**src/rtl/pc_sequencer.sv**
```systemverilog
// rtl/pc_sequencer.sv - fetch-stage program counter sequencer
// Owns PC; loads reset/interrupt vectors as two 16-bit words and handles jump, stall, interrupt and return.
module pc_sequencer #(
    parameter logic [31:0] RESET_VEC_ADDR = 32'd0,
    parameter logic [31:0] INT_VEC_ADDR   = 32'd2
) (
    input  logic        Clk,
    input  logic        Rst,
    input  logic [15:0] MemData,
    input  logic        Stall,
    input  logic        JmpTaken,
    input  logic [31:0] JmpTarget,
    input  logic        IntReq,
    input  logic        RetRti,
    input  logic        RetValid,
    input  logic [31:0] RetAddr,
    output logic [31:0] MemAddr,
    output logic [31:0] PC,
    output logic        FetchValid,
    output logic        Flush,
    output logic        IntAck,
    output logic [31:0] IntRetPC
);

    typedef enum logic [2:0] {
        RST_HI   = 3'd0,
        RST_LO   = 3'd1,
        RUN      = 3'd2,
        INT_HI   = 3'd3,
        INT_LO   = 3'd4,
        RET_WAIT = 3'd5
    } state_t;

    state_t      r_state;
    logic [31:0] r_pc;
    logic [31:0] r_int_ret_pc;
    logic [15:0] r_vec_hi;
    logic        r_int_pending;
    logic        r_intreq_d;

    logic        w_in_run;
    logic        w_int_take;
    logic        w_int_edge;

    assign w_int_edge = IntReq & ~r_intreq_d;

    // Interrupt acceptance loses to jump and return, and waits out a stall.
    always_comb begin
        w_in_run   = (r_state == RUN) && !Rst;
        w_int_take = w_in_run && !JmpTaken && !RetRti && r_int_pending && !Stall;
        Flush      = w_in_run && (JmpTaken || RetRti || w_int_take);
        FetchValid = w_in_run && !JmpTaken && !RetRti && !w_int_take;
        IntAck     = w_int_take;
    end

    always_comb begin
        MemAddr = r_pc;
        case (r_state)
            RST_HI:  MemAddr = RESET_VEC_ADDR;
            RST_LO:  MemAddr = RESET_VEC_ADDR + 32'd1;
            INT_HI:  MemAddr = INT_VEC_ADDR;
            INT_LO:  MemAddr = INT_VEC_ADDR + 32'd1;
            default: MemAddr = r_pc;
        endcase
    end

    always_ff @(posedge Clk) begin
        if (Rst) begin
            r_state       <= RST_HI;
            r_pc          <= 32'd0;
            r_int_ret_pc  <= 32'd0;
            r_vec_hi      <= 16'd0;
            r_int_pending <= 1'b0;
            r_intreq_d    <= 1'b0;
        end else begin
            r_intreq_d    <= IntReq;
            r_int_pending <= w_int_edge || (r_int_pending && !w_int_take);
            case (r_state)
                RST_HI: begin
                    r_vec_hi <= MemData;
                    r_state  <= RST_LO;
                end
                RST_LO: begin
                    r_pc    <= {r_vec_hi, MemData};
                    r_state <= RUN;
                end
                INT_HI: begin
                    r_vec_hi <= MemData;
                    r_state  <= INT_LO;
                end
                INT_LO: begin
                    r_pc    <= {r_vec_hi, MemData};
                    r_state <= RUN;
                end
                RUN: begin
                    if (JmpTaken) begin
                        r_pc <= JmpTarget;
                    end else if (RetRti) begin
                        r_state <= RET_WAIT;
                    end else if (w_int_take) begin
                        r_int_ret_pc <= r_pc;
                        r_state      <= INT_HI;
                    end else if (!Stall) begin
                        r_pc <= r_pc + 32'd1;
                    end
                end
                RET_WAIT: begin
                    if (RetValid) begin
                        r_pc    <= RetAddr;
                        r_state <= RUN;
                    end
                end
                default: r_state <= RST_HI;
            endcase
        end
    end

    assign PC       = r_pc;
    assign IntRetPC = r_int_ret_pc;

endmodule

```
**config.mk**
```make
export PLATFORM = sky130hd
export DESIGN_NAME = pc_sequencer
export DESIGN_NICKNAME = d
export VERILOG_FILES = /design/src/rtl/pc_sequencer.sv
export SDC_FILE = /design/constraint.sdc
export NUM_CORES = 1
export LEC_CHECK = 0
export ABC_AREA = 1
export CAP_MARGIN = 20
export CORE_ASPECT_RATIO = 2
export CORE_MARGIN = 5
export CORE_UTILIZATION = 49
export DETAILED_ROUTE_END_ITERATION = 16
export GPL_TIMING_DRIVEN = 1
export PLACE_DENSITY = 0.87
export SLEW_MARGIN = 25
export SYNTH_ARGS = -nofsm -noshare
export SYNTH_HDL_FRONTEND = slang
export SYNTH_SLANG_ARGS = --single-unit
```
**constraint.sdc**
```tcl
create_clock -name Clk -period 4.8 [get_ports Clk]
set_input_delay 0.48 -clock Clk [delete_from_list [all_inputs] [get_ports Clk]]
set_output_delay 0.48 -clock Clk [all_outputs]
set_load 0.01 [all_outputs]
```
==> results of run 1 <==
==> routing by layer <==
layer  global-route usage, %  up-vias
li1                        -     2931
met1                   31.24     2639
met2                   49.66      345
met3                   4.773       85
met4                   16.96        0
met5                       0        -
==> state kept, by name, summed over array words and instances (netlist names) <==
| signal | flops |
|---|---|
| r_int_pending | 1 |
| IntRetPC | 32 |
| r_vec_hi | 16 |
| r_state | 3 |
| r_intreq_d | 1 |
| PC | 32 |
==> metrics by stage <==
step / instances / setup slack, ns / hold WS (ns)
floorplan: 809 / 2.812 / 0.3880
global placement: 1089 / 1.729 / 0.3915
detailed placement: 1089 / 1.713 / 0.3998
CTS: 1105 / 1.712 / 0.4086
global route: 1105 / 1.564 / 0.4395
finish: 1105 / 1.681 / 0.4059
==> synthesized netlist by cell type <==
| library cell | instances | area share, % |
|---|---|---|
| a22oi_1 | 1 | 0.15 |
| nor2_8 | 1 | 0.39 |
| nand2_1 | 202 | 15 |
| buf_6 | 8 | 1.8 |
| a32o_1 | 2 | 0.39 |
| buf_2 | 8 | 0.78 |
| a21oi_2 | 20 | 3.4 |
| o22ai_1 | 1 | 0.12 |
| nand4_1 | 5 | 0.61 |
| o2111ai_1 | 4 | 0.68 |
| a31oi_1 | 13 | 1.6 |
| a31oi_4 | 1 | 0.42 |
| nor2_1 | 118 | 8.6 |
| inv_1 | 79 | 5.8 |
| nand2_2 | 4 | 0.49 |
| nor3_1 | 3 | 0.29 |
| o31ai_1 | 1 | 0.15 |
| ha_1 | 1 | 0.24 |
| nand4_2 | 1 | 0.24 |
| buf_1 | 1 | 0.073 |
| buf_4 | 6 | 0.88 |
| o21ai_0 | 60 | 5.9 |
| xor2_1 | 10 | 1.7 |
| inv_2 | 2 | 0.15 |
| o211ai_1 | 1 | 0.15 |
| nand3_2 | 1 | 0.20 |
| nand2_4 | 1 | 0.22 |
| clkbuf_1 | 20 | 1.5 |
| dfxtp_1 | 85 | 33 |
| clkbuf_2 | 1 | 0.098 |
| or2_2 | 8 | 0.98 |
| o21ai_1 | 29 | 2.8 |
| or2_1 | 1 | 0.12 |
| nor2_2 | 4 | 0.49 |
| a21oi_1 | 53 | 5.2 |
| a221oi_1 | 1 | 0.17 |
| nand3_1 | 49 | 4.8 |
| or2_0 | 1 | 0.12 |
| or2_4 | 1 | 0.17 |
| nand3b_1 | 1 | 0.15 |
==> kinds of logic (layout without fill, tap and decap cells) <==
group	count (synthesis)	count (layout)	synth area share, %
AOI/OAI and AO/OA	187	187	21.11
xor gates and xnor gates	10	10	1.710
adders and majority gates	1	1	0.2443
buffers and inverters	125	286	10.99
DFF	85	85	33.23
and+or+nand+nor	401	401	32.71
==> cell usage in the layout, fill, tap and decap left out, types with 2 or more instances in the layout <==
master           synthesis  layout
inv_1                   79      78
nand2_2                  4       4
a21oi_1                 53      53
clkbuf_16                0       9
a31oi_1                 13      13
nor2_2                   4       3
nor2_1                 118     118
a21oi_2                 20      20
xor2_1                  10      10
o2111ai_1                4       4
bufinv_16                0       2
nand4_1                  5       5
o21ai_0                 60      60
nand3_1                 49      49
clkbuf_1                20       3
o21ai_1                 29      29
dfxtp_1                 85      85
buf_4                    6       4
or2_2                    8       8
nor3_1                   3       3
clkdlybuf4s50_1          0     185
nand2_1                202     202
inv_2                    2       3
a32o_1                   2       2
==> worst max-delay path: stages <==
cell	delay (ns)
clkdlybuf4s50_1	0.46
buf_4	0.35
inv_1	0.14
nand2_2	0.17
or2_4	0.17
nand3_1	0.09
nor3_1	0.19
clkdlybuf4s50_1	0.58
==> power by group <==
part	total, uW	internal (uW)	leakage [uW]	switching (uW)
clock network	736	456	0.000147	281
registers	1080	882	0.000697	198
logic	1720	679	0.00197	1040
total	3540	2020	0.00282	1520
==> how the worst min path moves through the flow <==
stage                                startpoint                  endpoint  cells past startpoint
after floorplan           r_intreq_d$_SDFF_PP0_  r_int_pending$_SDFF_PP0_                      1
after global placement    r_intreq_d$_SDFF_PP0_  r_int_pending$_SDFF_PP0_                      1
after detailed placement  r_intreq_d$_SDFF_PP0_  r_int_pending$_SDFF_PP0_                      1
after CTS                 r_intreq_d$_SDFF_PP0_  r_int_pending$_SDFF_PP0_                      1
after global routing      r_intreq_d$_SDFF_PP0_  r_int_pending$_SDFF_PP0_                      1
final                     r_intreq_d$_SDFF_PP0_  r_int_pending$_SDFF_PP0_                      1
==> cell type report <==
cell class              instances  area, sq um  share of cell area [%]
clock buffers                  12        236.5                   3.272
multi-input cells             599         2861                   39.59
well taps                     135        168.9                   2.337
inverters                      81        304.0                   4.207
repair buffers                189         1882                   26.04
clock inverters                 4        72.57                   1.004
flip-flops and latches         85         1702                   23.55
==> impl_metrics.yaml, run 1 <==
clock_network:
  cts-resized-gates: 0
  insertion_delay_ns: 0.34
  clock-sinks: 85
  cts_inserted_buffers: 9
  postCtsSetupRepairBufs: 0
  h-tree-depth: 3
  hold_buffers: 0
  cts-root-buf: "clkbuf_16"
  cts_tree: "yes"
  clockBufferDepth: 2
  path_clk_slew_ns: 0.06
worst_setup_path:
  ff2ff_setup_slack_ns: 2.18
  critPathCaptureType: "output port"
  critPathLaunch: "JmpTaken"
  worstPathArrival_ns: 2.64
  worst_setup_path_start_kind: "primary input"
  critical_path_class: "primary input to output port"
  cp_max_fo: 36
  worstReg2RegEnd: "PC[1]$_SDFFE_PP0P_"
  worstPathRequired_ns: 4.32
  endpoint: "FetchValid"
  rr_startpoint: "r_state[2]$_SDFFE_PP0P_"
  reg2regPathDepth: 8
layout:
  fillers: 880
  drive_above_1_share_pct: 6.392
  antenna_cells: 0
  fin_util_pct: 70.75
  fin_nets: 1053
  final_area_sq_um: 7227
  synthToLayoutAreaGrowth_pct: 41.12
sta:
  relSlewSlack_pct: 35.18
  fin_skew_ns: 0.004970
  grt_setup_unrepaired: "false"
  finalCritPeriodShare_pct: 64.98
  fin_crit_ns: 3.119
  finalSetupTns_ns: 0
  setup_viol: 0
  drv_slew: 0
  worstMarginPinSlew_ns: 0.9712
  hold_viol: 0
  fmax_mhz: 320.6
drt:
  routed_wl_mm: 18.16
  route.vias.total: 6000
  first_pass_iters: 7
  ant_nets: 0
  wl_per_cell_microns: 16.43
  vias_per_cell: 5.430
  drt-initial-drc-count: 506
  highest_layer: "met4"
  drc: 0
  wl_met2_mm: 9.168
  wl_met3_mm: 1.276
  m1WireLength_mm: 6.531
floorplan:
  dieHeight_microns: 154.6
  rows: 52
  ios: 186
  coreArea_sq_um: 10210
  start_util_pct: 50.13
  die_x_microns: 82.29
  dieArea_sq_um: 12720
logic_synthesis:
  synth_seq_area_share_pct: 33.23
  synth_warnings: 0
  avgSynthCellArea_sq_um: 6.330
  synth_nets: 897
  ys_ff_latch: 85
  synth.distinct_cells: 40
  syn_area_sq_um: 5121
  syn_inst: 809
global_routing:
  grt_first_pass_wirelength_mm: 28.01
  grt_start_max_net_pins: 80
  grt_pass1_vias: 5689
  gr-total-overflow: 0
  antenna_found_initial: 0
  grtUsageTotal_pct: 28.60
place:
  gp_congestion: 0.9612
  portBuffers: 185
  hpwl_mm: 13.97
  postPlaceCellArea_sq_um: 6913
hold_path:
  worstHoldPathType: "flip-flop to flip-flop"
power:
  power.density_nw_per_um2: 489.3
  ir_drop_mv: 0.3521
  design_power_total_uw: 3536
  p_leak_uw: 0.002818
status:
  status: "finished, final reports clean"
flow_run:
  drv_cap: 0
No activity file was read; power rests on OpenSTA's default activity.
==> run 2, diff against run 1 <==
--- a/config.mk
+++ b/config.mk
@@ -9,10 +9,10 @@
 export CAP_MARGIN = 20
 export CORE_ASPECT_RATIO = 2
 export CORE_MARGIN = 5
-export CORE_UTILIZATION = 49
+export CORE_UTILIZATION = 45
 export DETAILED_ROUTE_END_ITERATION = 16
 export GPL_TIMING_DRIVEN = 1
-export PLACE_DENSITY = 0.87
+export PLACE_DENSITY = 0.81
 export SLEW_MARGIN = 25
 export SYNTH_ARGS = -nofsm -noshare
 export SYNTH_HDL_FRONTEND = slang
==> constraint.sdc (replaced) <==
create_clock -name Clk -period 2.87 [get_ports Clk]
set_input_delay 0.287 -clock Clk [delete_from_list [all_inputs] [get_ports Clk]]
set_output_delay 0.287 -clock Clk [all_outputs]
set_load 0.01 [all_outputs]
==> run 2 against run 1 <==
Against the previous run:
- clock-buffer cell count shrank 2
- final cell count rose by 1.1%
- combinational power up 71%
- setup slack got worse by 1.5 ns
- power up 66%
- via count down 1.3%
- largest power group unchanged
- highest routed layer unchanged
==> impl_metrics.yaml, run 2 (same netlist as run 1, synthesis figures left out) <==
layout:
  layout_common_cells: "nand2_1 (202), clkdlybuf4s50_1 (185), nor2_1 (118), dfxtp_1 (85), inv_1 (78)"
  seq_area_sq_um: 1702
  fin_nets: 1059
  final_common_cell: "nand2_1"
  synthToLayoutAreaGrowth_pct: 41.63
  fillers: 1029
  drive_above_1_share_pct: 7.077
  multi_input_area_sq_um: 2861
  final_area_sq_um: 7253
  stdcell_count: 1117
  antenna_cells: 0
clock_network:
  postCtsSetupRepairBufs: 0
  cts-root-buf: "clkbuf_16"
  cts-resized-gates: 0
  path_clk_slew_ns: 0.06
  clockBufferDepth: 2
  insertion_delay_ns: 0.34
  clock-sinks: 85
  cts_tree: "yes"
  hold_buffers: 0
  h-tree-depth: 3
  cts_inserted_buffers: 9
sta:
  grt_setup_unrepaired: "false"
  drv_slew: 0
  finalSetupTns_ns: 0
  worstMarginPinSlew_ns: 0.9879
  setup_viol: 0
  worst_hold_slack_ns: 0.4096
  fin_skew_ns: 0.005470
  fin_crit_ns: 2.695
  hold_viol: 0
  fmax_mhz: 371.0
  finalCritPeriodShare_pct: 93.91
  relSlewSlack_pct: 34.07
worst_setup_path:
  worst_setup_path_start_kind: "flip-flop"
  worstPathRequired_ns: 2.58
  critPathCaptureType: "output port"
  cp_max_fo: 31
  critical_path_class: "flip-flop to output port"
  worstPathArrival_ns: 2.41
flow_run:
  drv_cap: 0
power:
  design_power_total_uw: 5886
  p_clk_share_pct: 19.3
  p_switching_uw: 2564
  internal_power_uw: 3322
  power_frac_comb_pct: 50.0
  p_leak_uw: 0.002840
  seqPwrFrac_pct: 30.7
  sw_frac_of_total_pct: 43.56
  power.density_nw_per_um2: 811.5
  ir_drop_mv: 0.5203
place:
  hpwl_mm: 14.27
  portBuffers: 185
  postPlaceCellArea_sq_um: 6967
  dp_cells: 1102
  gp_congestion: 0.9960
floorplan:
  start_util_pct: 45.66
  ios: 186
  die_x_microns: 85.44
  dieHeight_microns: 160.9
  rows: 55
  coreArea_sq_um: 11220
  dieArea_sq_um: 13740
drt:
  routed_wl_mm: 18.35
  wl_per_cell_microns: 16.43
  drt-initial-drc-count: 457
  drc: 0
  route.vias.total: 5921
  ant_nets: 0
  first_pass_iters: 5
  vias_per_cell: 5.301
global_routing:
  grt_first_pass_wirelength_mm: 27.92
  grt_start_max_net_pins: 79
  antenna_found_initial: 0
  grt_pass1_vias: 5588
  gr-total-overflow: 0
  grtUsageTotal_pct: 25.79
status:
  status: "finished, final reports clean"
hold_path:
  worstHoldPathType: "flip-flop to flip-flop"
run 2: area by class of cell:
class / count / share of cell area [%]
Sequential cell: 85 / 23.46
Inverter: 81 / 4.192
Multi-Input combinational cell: 599 / 39.45
Clock buffer: 10 / 3.157
Timing Repair Buffer: 195 / 26.57
Tap cell: 142 / 2.450
Clock inverter: 5 / 0.7245
run 2: power by group through the flow:
stage | Sequential [uW] | Combinational [uW] | Clock (uW)
after CTS | 1800 | 2920 | 1140
after global placement | 1810 | 2870 | 0
after detailed placement | 1820 | 2910 | 0
final | 1810 | 2940 | 1130
after floorplan | 1790 | 1890 | 0
after global routing | 1840 | 3240 | 1190
run 2: stage by stage:
stage | setup WS (ns) | util [%]
2_1_floorplan | 1.227 | -
3_3_place_gp | 0.4597 | 62.11
3_5_place_dp | 0.4536 | 62.11
4_1_cts | 0.1602 | 64.62
5_1_grt | 0.01428 | 64.66
6_report | 0.1749 | 64.66
run 2: worst paths after layout:
check                                             start                       end  slack, ns  depth (start not counted)
worst max-delay path            r_state[0]$_SDFFE_PP0P_                MemAddr[0]       0.17                          6
worst min register to register    r_intreq_d$_SDFF_PP0_  r_int_pending$_SDFF_PP0_       0.41                          1
worst min-delay path              r_intreq_d$_SDFF_PP0_  r_int_pending$_SDFF_PP0_       0.41                          1
worst max register to register       PC[1]$_SDFFE_PP0P_       PC[30]$_SDFFE_PP0P_       0.70                         11
run 2: worst max-delay path, cell delays in order (launching register included):
cell and delay, ns:
dfxtp_1 0.42, inv_2 0.06, nand2_2 0.12, nand2_1 0.08, inv_1 0.71, o22ai_1 0.14, clkdlybuf4s50_1 0.53
run 2: layer usage:
layer	GRT usage, %	vias up	wire, microns
li1	-	2941	-
met1	28.56	2629	6640
met2	46.57	288	9592
met3	3.388	63	1283
met4	13.54	0	835
met5	0	-	0
==> patch 1, RTL diff (flow settings as in run 2) <==
The 6 states of `state_t` get a one-hot encoding in 6 bits.
--- a/src/rtl/pc_sequencer.sv
+++ b/src/rtl/pc_sequencer.sv
@@ -23,11 +23,11 @@
 );
 
-    typedef enum logic [2:0] {
-        RST_HI   = 3'd0,
-        RST_LO   = 3'd1,
-        RUN      = 3'd2,
-        INT_HI   = 3'd3,
-        INT_LO   = 3'd4,
-        RET_WAIT = 3'd5
+    typedef enum logic [5:0] {
+        RST_HI   = 6'b000001,
+        RST_LO   = 6'b000010,
+        RUN      = 6'b000100,
+        INT_HI   = 6'b001000,
+        INT_LO   = 6'b010000,
+        RET_WAIT = 6'b100000
     } state_t;
 
Function: no difference found for any inputs over 4 cycles, from zero or initial values and one cycle with Rst high; so few cycles prove little.
==> patch 1 against run 2 <==
Largest cell class unchanged; synthesized area shrank 0.68%; routed wire length up 6.5%; sequential cell count grew 3; synthesized cell count grew 2.2%; clock skew rose by 0.0037 ns; worst setup slack improved by 0.0070 ns; cell area is 0.78% higher; critical endpoint is now MemAddr[12].
Power is not compared: it rests on default switching activity, and its combinational part moved more than twofold at a synthesized area within 25%.
==> patch 1: results (changes against run 2) <==
[clock_network]
cts_buffer_depth = 2  ; unchanged
cts_root_buf = clkbuf_16  ; unchanged
ctsResizeCount = 0  ; unchanged
postCtsSetupBuffers = 0  ; unchanged
path_clk_slew_ns = 0.07
clock_latency_ns = 0.35
cts.htree.levels = 3  ; unchanged
numCtsBuffers = 9  ; unchanged

[power_and_ir_drop]
irDropWorstVdd_mv = 0.326
p_leak_nw = 2.95

[routing]
first_iter_violations = 511  ; was 457
firstDrtPassIters = 11  ; was 5
vias_per_cell = 5.31  ; was 5.30
wl_mm = 19.6  ; was 18.4 mm
wl_per_cell_um = 17.1  ; was 16.4 um

[outcome]
outcome = complete, no violations  ; unchanged

[worst_setup_path]
rrSetupSlack_ns = 0.68  ; was 0.70 ns
reg2reg_from = r_state[3]  ; was PC[1]
cp_max_fo = 30  ; was 31
arrival_ns = 2.40
crit_path_start_kind = flop  ; unchanged

[synth]
synthTopCellsByCount = nand2_1, nor2_1, dfxtp_1, a21oi_1, inv_1  ; was nand2_1, nor2_1, dfxtp_1, inv_1, o21ai_0
seq_area_frac_synth_pct = 34.6  ; was 33.2%
synth_cell_types = 33  ; was 40
synth_area_leaders = dfxtp_1, nand2_1, nor2_1, a21oi_1, o21ai_0  ; was dfxtp_1, nand2_1, nor2_1, o21ai_0, inv_1
synth_nets = 915  ; was 897
synthAdderAreaFrac_pct = 0.246  ; was 0.244%
synth.area.mux_share_pct = 0  ; unchanged
yosys.area_share.xor_xnor_pct = 2.07  ; was 1.71%
synth_cells = 827  ; was 809
synth_warnings = 0  ; unchanged
async_reset_ff_share_pct = 0  ; unchanged
synth-compound-area-share_pct = 16.2  ; was 21.1%

[layout]
regArea_mm2 = 0.00176  ; was 0.00170 mm2
drive_gt1_share_pct = 6.10  ; was 7.08%
fillers = 1024  ; was 1,029
diodes = 0  ; unchanged
fin_nets = 1083  ; was 1,059

[placed_design]
place_ws_ns = 0.537  ; was 0.454 ns
gp_congestion = 0.998  ; was 0.996
place_area_mm2 = 0.00701  ; was 0.00697 mm2
hpwl_mm = 15.2  ; was 14.3 mm
placement.io_buffers = 185  ; unchanged

[sta]
relSlewSlack_pct = 48.8  ; was 34.1%
timing.hold.ws_ns = 0.414  ; was 0.410 ns
worst_slack_ns = 0.182  ; was 0.175 ns
fin_skew_ns = 0.00917  ; was 0.00547 ns

[grt]
grt.total_usage_pct = 27.9  ; was 25.8%
grt_pass1_vias = 5835  ; was 5,588
antenna_found_initial = 0  ; unchanged
grt_max_degree = 82  ; was 79
grt_pass1_wl_mm = 29.9  ; was 27.9 mm

[hold_path]
min_from = r_intreq_d  ; unchanged
hold_class = flop to flop  ; unchanged

[patch 1: area by class of cell]
type                       count  area share (%)
multi-input combinational    628            39.2
timing repair buffer         196            26.5
sequential                    88            24.1
inverter                      72            3.70
clock buffer                   9            3.08
tap                          142            2.43
clock inverter                 7            1.06
[patch 1: routing by layer]
layer	GRT usage (%)	vias to the layer above	part of all wire, %	wire, um
li1	-	2976	-	-
met1	28.7	2723	34	6670
met2	51.9	298	53	10400
met3	4.00	66	6.9	1340
met4	15.9	0	5.9	1150
met5	0	-	0	0
[patch 1: logic make-up (layout without fill, tap and decap cells)]
| group | Yosys count | after routing |
|---|---|---|
| flip-flops | 88 | 88 |
| buffers and inverters | 111 | 284 |
| XOR/XNOR | 12 | 12 |
| AND/OR/NAND/NOR | 459 | 459 |
| AO/OA/AOI/OAI | 156 | 156 |
| adder cells (fa/ha/maj) | 1 | 1 |
[patch 1: final timing paths]
check / end / cells past startpoint
setup / recovery: MemAddr[12] / 8
hold / removal: r_int_pending / 1
setup reg to reg: PC[0] / 9
hold reg to reg: r_int_pending / 1
[patch 1: critical path: stages (launching register included)]
cell	delay, ns
dfxtp_1	0.43
nor2_2	0.09
nand4_1	0.12
nand2_1	0.09
inv_2	0.23
nand2_1	0.11
buf_4	0.25
nor2_1	0.15
clkdlybuf4s50_1	0.56
[patch 1: power by group]
| group | switching, mW | internal [mW] | total [mW] |
|---|---|---|---|
| Sequential | 0.104 | 1.32 | 1.43 |
| Combinational | 0.473 | 0.394 | 0.867 |
| Clock | 0.533 | 0.684 | 1.22 |
==> patch 2, RTL diff (config.mk and constraints of run 2) <==
Made on the original files. Add an input register stage for `JmpTarget`, cleared by the reset; this delays it by one clock. The other inputs are not delayed to match.
--- a/src/rtl/pc_sequencer.sv
+++ b/src/rtl/pc_sequencer.sv
@@ -31,4 +31,14 @@
         RET_WAIT = 3'd5
     } state_t;
+
+    logic [31:0] JmpTarget_q;
+
+    always_ff @(posedge Clk) begin
+        if (Rst) begin
+            JmpTarget_q <= '0;
+        end else begin
+            JmpTarget_q <= JmpTarget;
+        end
+    end
 
     state_t      r_state;
@@ -95,5 +105,5 @@
                 RUN: begin
                     if (JmpTaken) begin
-                        r_pc <= JmpTarget;
+                        r_pc <= JmpTarget_q;
                     end else if (RetRti) begin
                         r_state <= RET_WAIT;
Formal check against the unedited RTL: not equivalent (Yosys sat finds a counterexample within 4 cycles, from zero or initial values and one cycle with Rst high).
==> patch 2 against run 2 <==
Total power is 32% higher; cell area is 16% higher; sequential cell count is 32 higher; non-clock buffer count is 6 higher; count of clock-buffer cells in the layout is 11 higher; via count is 13% higher; synthesized area is 14% higher; routed wire length is 14% higher; worst setup slack worse by 0.020 ns; largest cell class unchanged; largest power group unchanged.
==> patch 2: results (changes against run 2) <==
[layout]
layout.cells.non_filler = 1263  ; was 1,117
drive_gt1_share_pct = 5.40  ; was 7.08%
fillers = 1131  ; was 1,029

[outcome]
outcome = complete, no violations  ; unchanged

[routing]
firstDrtPassIters = 5  ; unchanged
wl_mm = 20.9  ; was 18.4 mm
via_count = 6667  ; was 5,921
first_iter_violations = 487  ; was 457

[synth]
synthTopCellsByCount = nand2_1, nor2_1, dfxtp_1, inv_1, a21oi_1  ; was nand2_1, nor2_1, dfxtp_1, inv_1, o21ai_0
synth_area_leaders = dfxtp_1, nand2_1, nor2_1, a21oi_1, inv_1  ; was dfxtp_1, nand2_1, nor2_1, o21ai_0, inv_1
seq_area_frac_synth_pct = 40.2  ; was 33.2%
synth_cells = 923  ; was 809
synth_nets = 1011  ; was 897
synth_cell_types = 34  ; was 40

[placed_design]
hpwl_mm = 15.9  ; was 14.3 mm
gp_congestion = 0.952  ; was 0.996
place_area_mm2 = 0.00778  ; was 0.00697 mm2
placedCellCount = 1227  ; was 1,102
placement.io_buffers = 185  ; unchanged

[grt]
grt_max_degree = 70  ; was 79
grt_pass1_wl_mm = 32.6  ; was 27.9 mm
grt.total_usage_pct = 26.1  ; was 25.8%
grt_pass1_vias = 6547  ; was 5,588

[worst_setup_path]
cp_max_fo = 16  ; was 31
slowest_delay_ns = 0.55  ; was 0.71 ns
arrival_ns = 2.43  ; was 2.41 ns
setup.worst_path.start = r_state[1]  ; was r_state[0]

[sta]
relSlewSlack_pct = 53.0  ; was 34.1%
fin_skew_ns = 0.00767  ; was 0.00547 ns

[clock_network]
numCtsBuffers = 17  ; was 9
cts.htree.levels = 4  ; was 3
path_clk_slew_ns = 0.06  ; about the same

[hold_path]
hold_class = input pin to flop  ; was flop to flop

[power_and_ir_drop]
p_leak_nw = 3.47  ; was 2.84 nW

## patch 2: path summary, 6_finish.rpt
| check | endpoint | slack, ns | cells past startpoint |
|---|---|---|---|
| worst max-delay path | MemAddr[0] | 0.15 | 6 |
| worst min-delay path | JmpTarget_q[26] | 0.38 | 3 |
| worst max register to register | PC[30] | 0.60 | 10 |
| worst min register to register | r_int_pending | 0.43 | 1 |
## patch 2: layer usage
layer  part of all wire, %  up-vias  wire length, um  track usage (%)
met1                    38     2978             7900             29.2
li1                      -     3286                -                -
met2                    49      350            10100             45.1
met3                   8.4       53             1750             6.16
met5                     0        -                0                0
met4                   5.1        0             1070             14.6
## patch 2: cell families (layout without fill, tap and decap cells)
group	count (synthesis)	count (layout)	synth area share, %
buf+inv	139	327	9.48
flops	117	117	40.2
fa+ha+maj	1	1	0.215
simple gates	503	503	35.2
xor+xnor	4	4	0.601
compound gates	159	159	14.3
## patch 2: layout make-up
cell class / instances / area [um2] / area share (%)
clock buffer: 21 / 470 / 5.57
clock inverter: 11 / 149 / 1.76
timing repair buffer: 201 / 1980 / 23.5
tap: 152 / 190 / 2.25
multi-input combinational: 667 / 2940 / 34.9
inverter: 93 / 353 / 4.18
sequential: 117 / 2340 / 27.8
timing repair inverter: 1 / 7.51 / 0.0890
## patch 2: worst register-to-register path: cells and delay by family (launching register included)
family	cells	cell delay (ns)
flip-flops	1	0.39
adder cells (fa/ha/maj)	1	0.22
AND/OR/NAND/NOR	8	1.47
AO/OA/AOI/OAI	1	0.05
## patch 2: where the power goes
part / leakage (nW) / switching [mW] / internal, mW / total [mW]
registers: 0.963 / 0.334 / 1.94 / 2.27
clock network: 0.296 / 0.769 / 1.44 / 2.20
logic: 2.22 / 2.00 / 1.28 / 3.28
total: 3.47 / 3.11 / 4.65 / 7.76
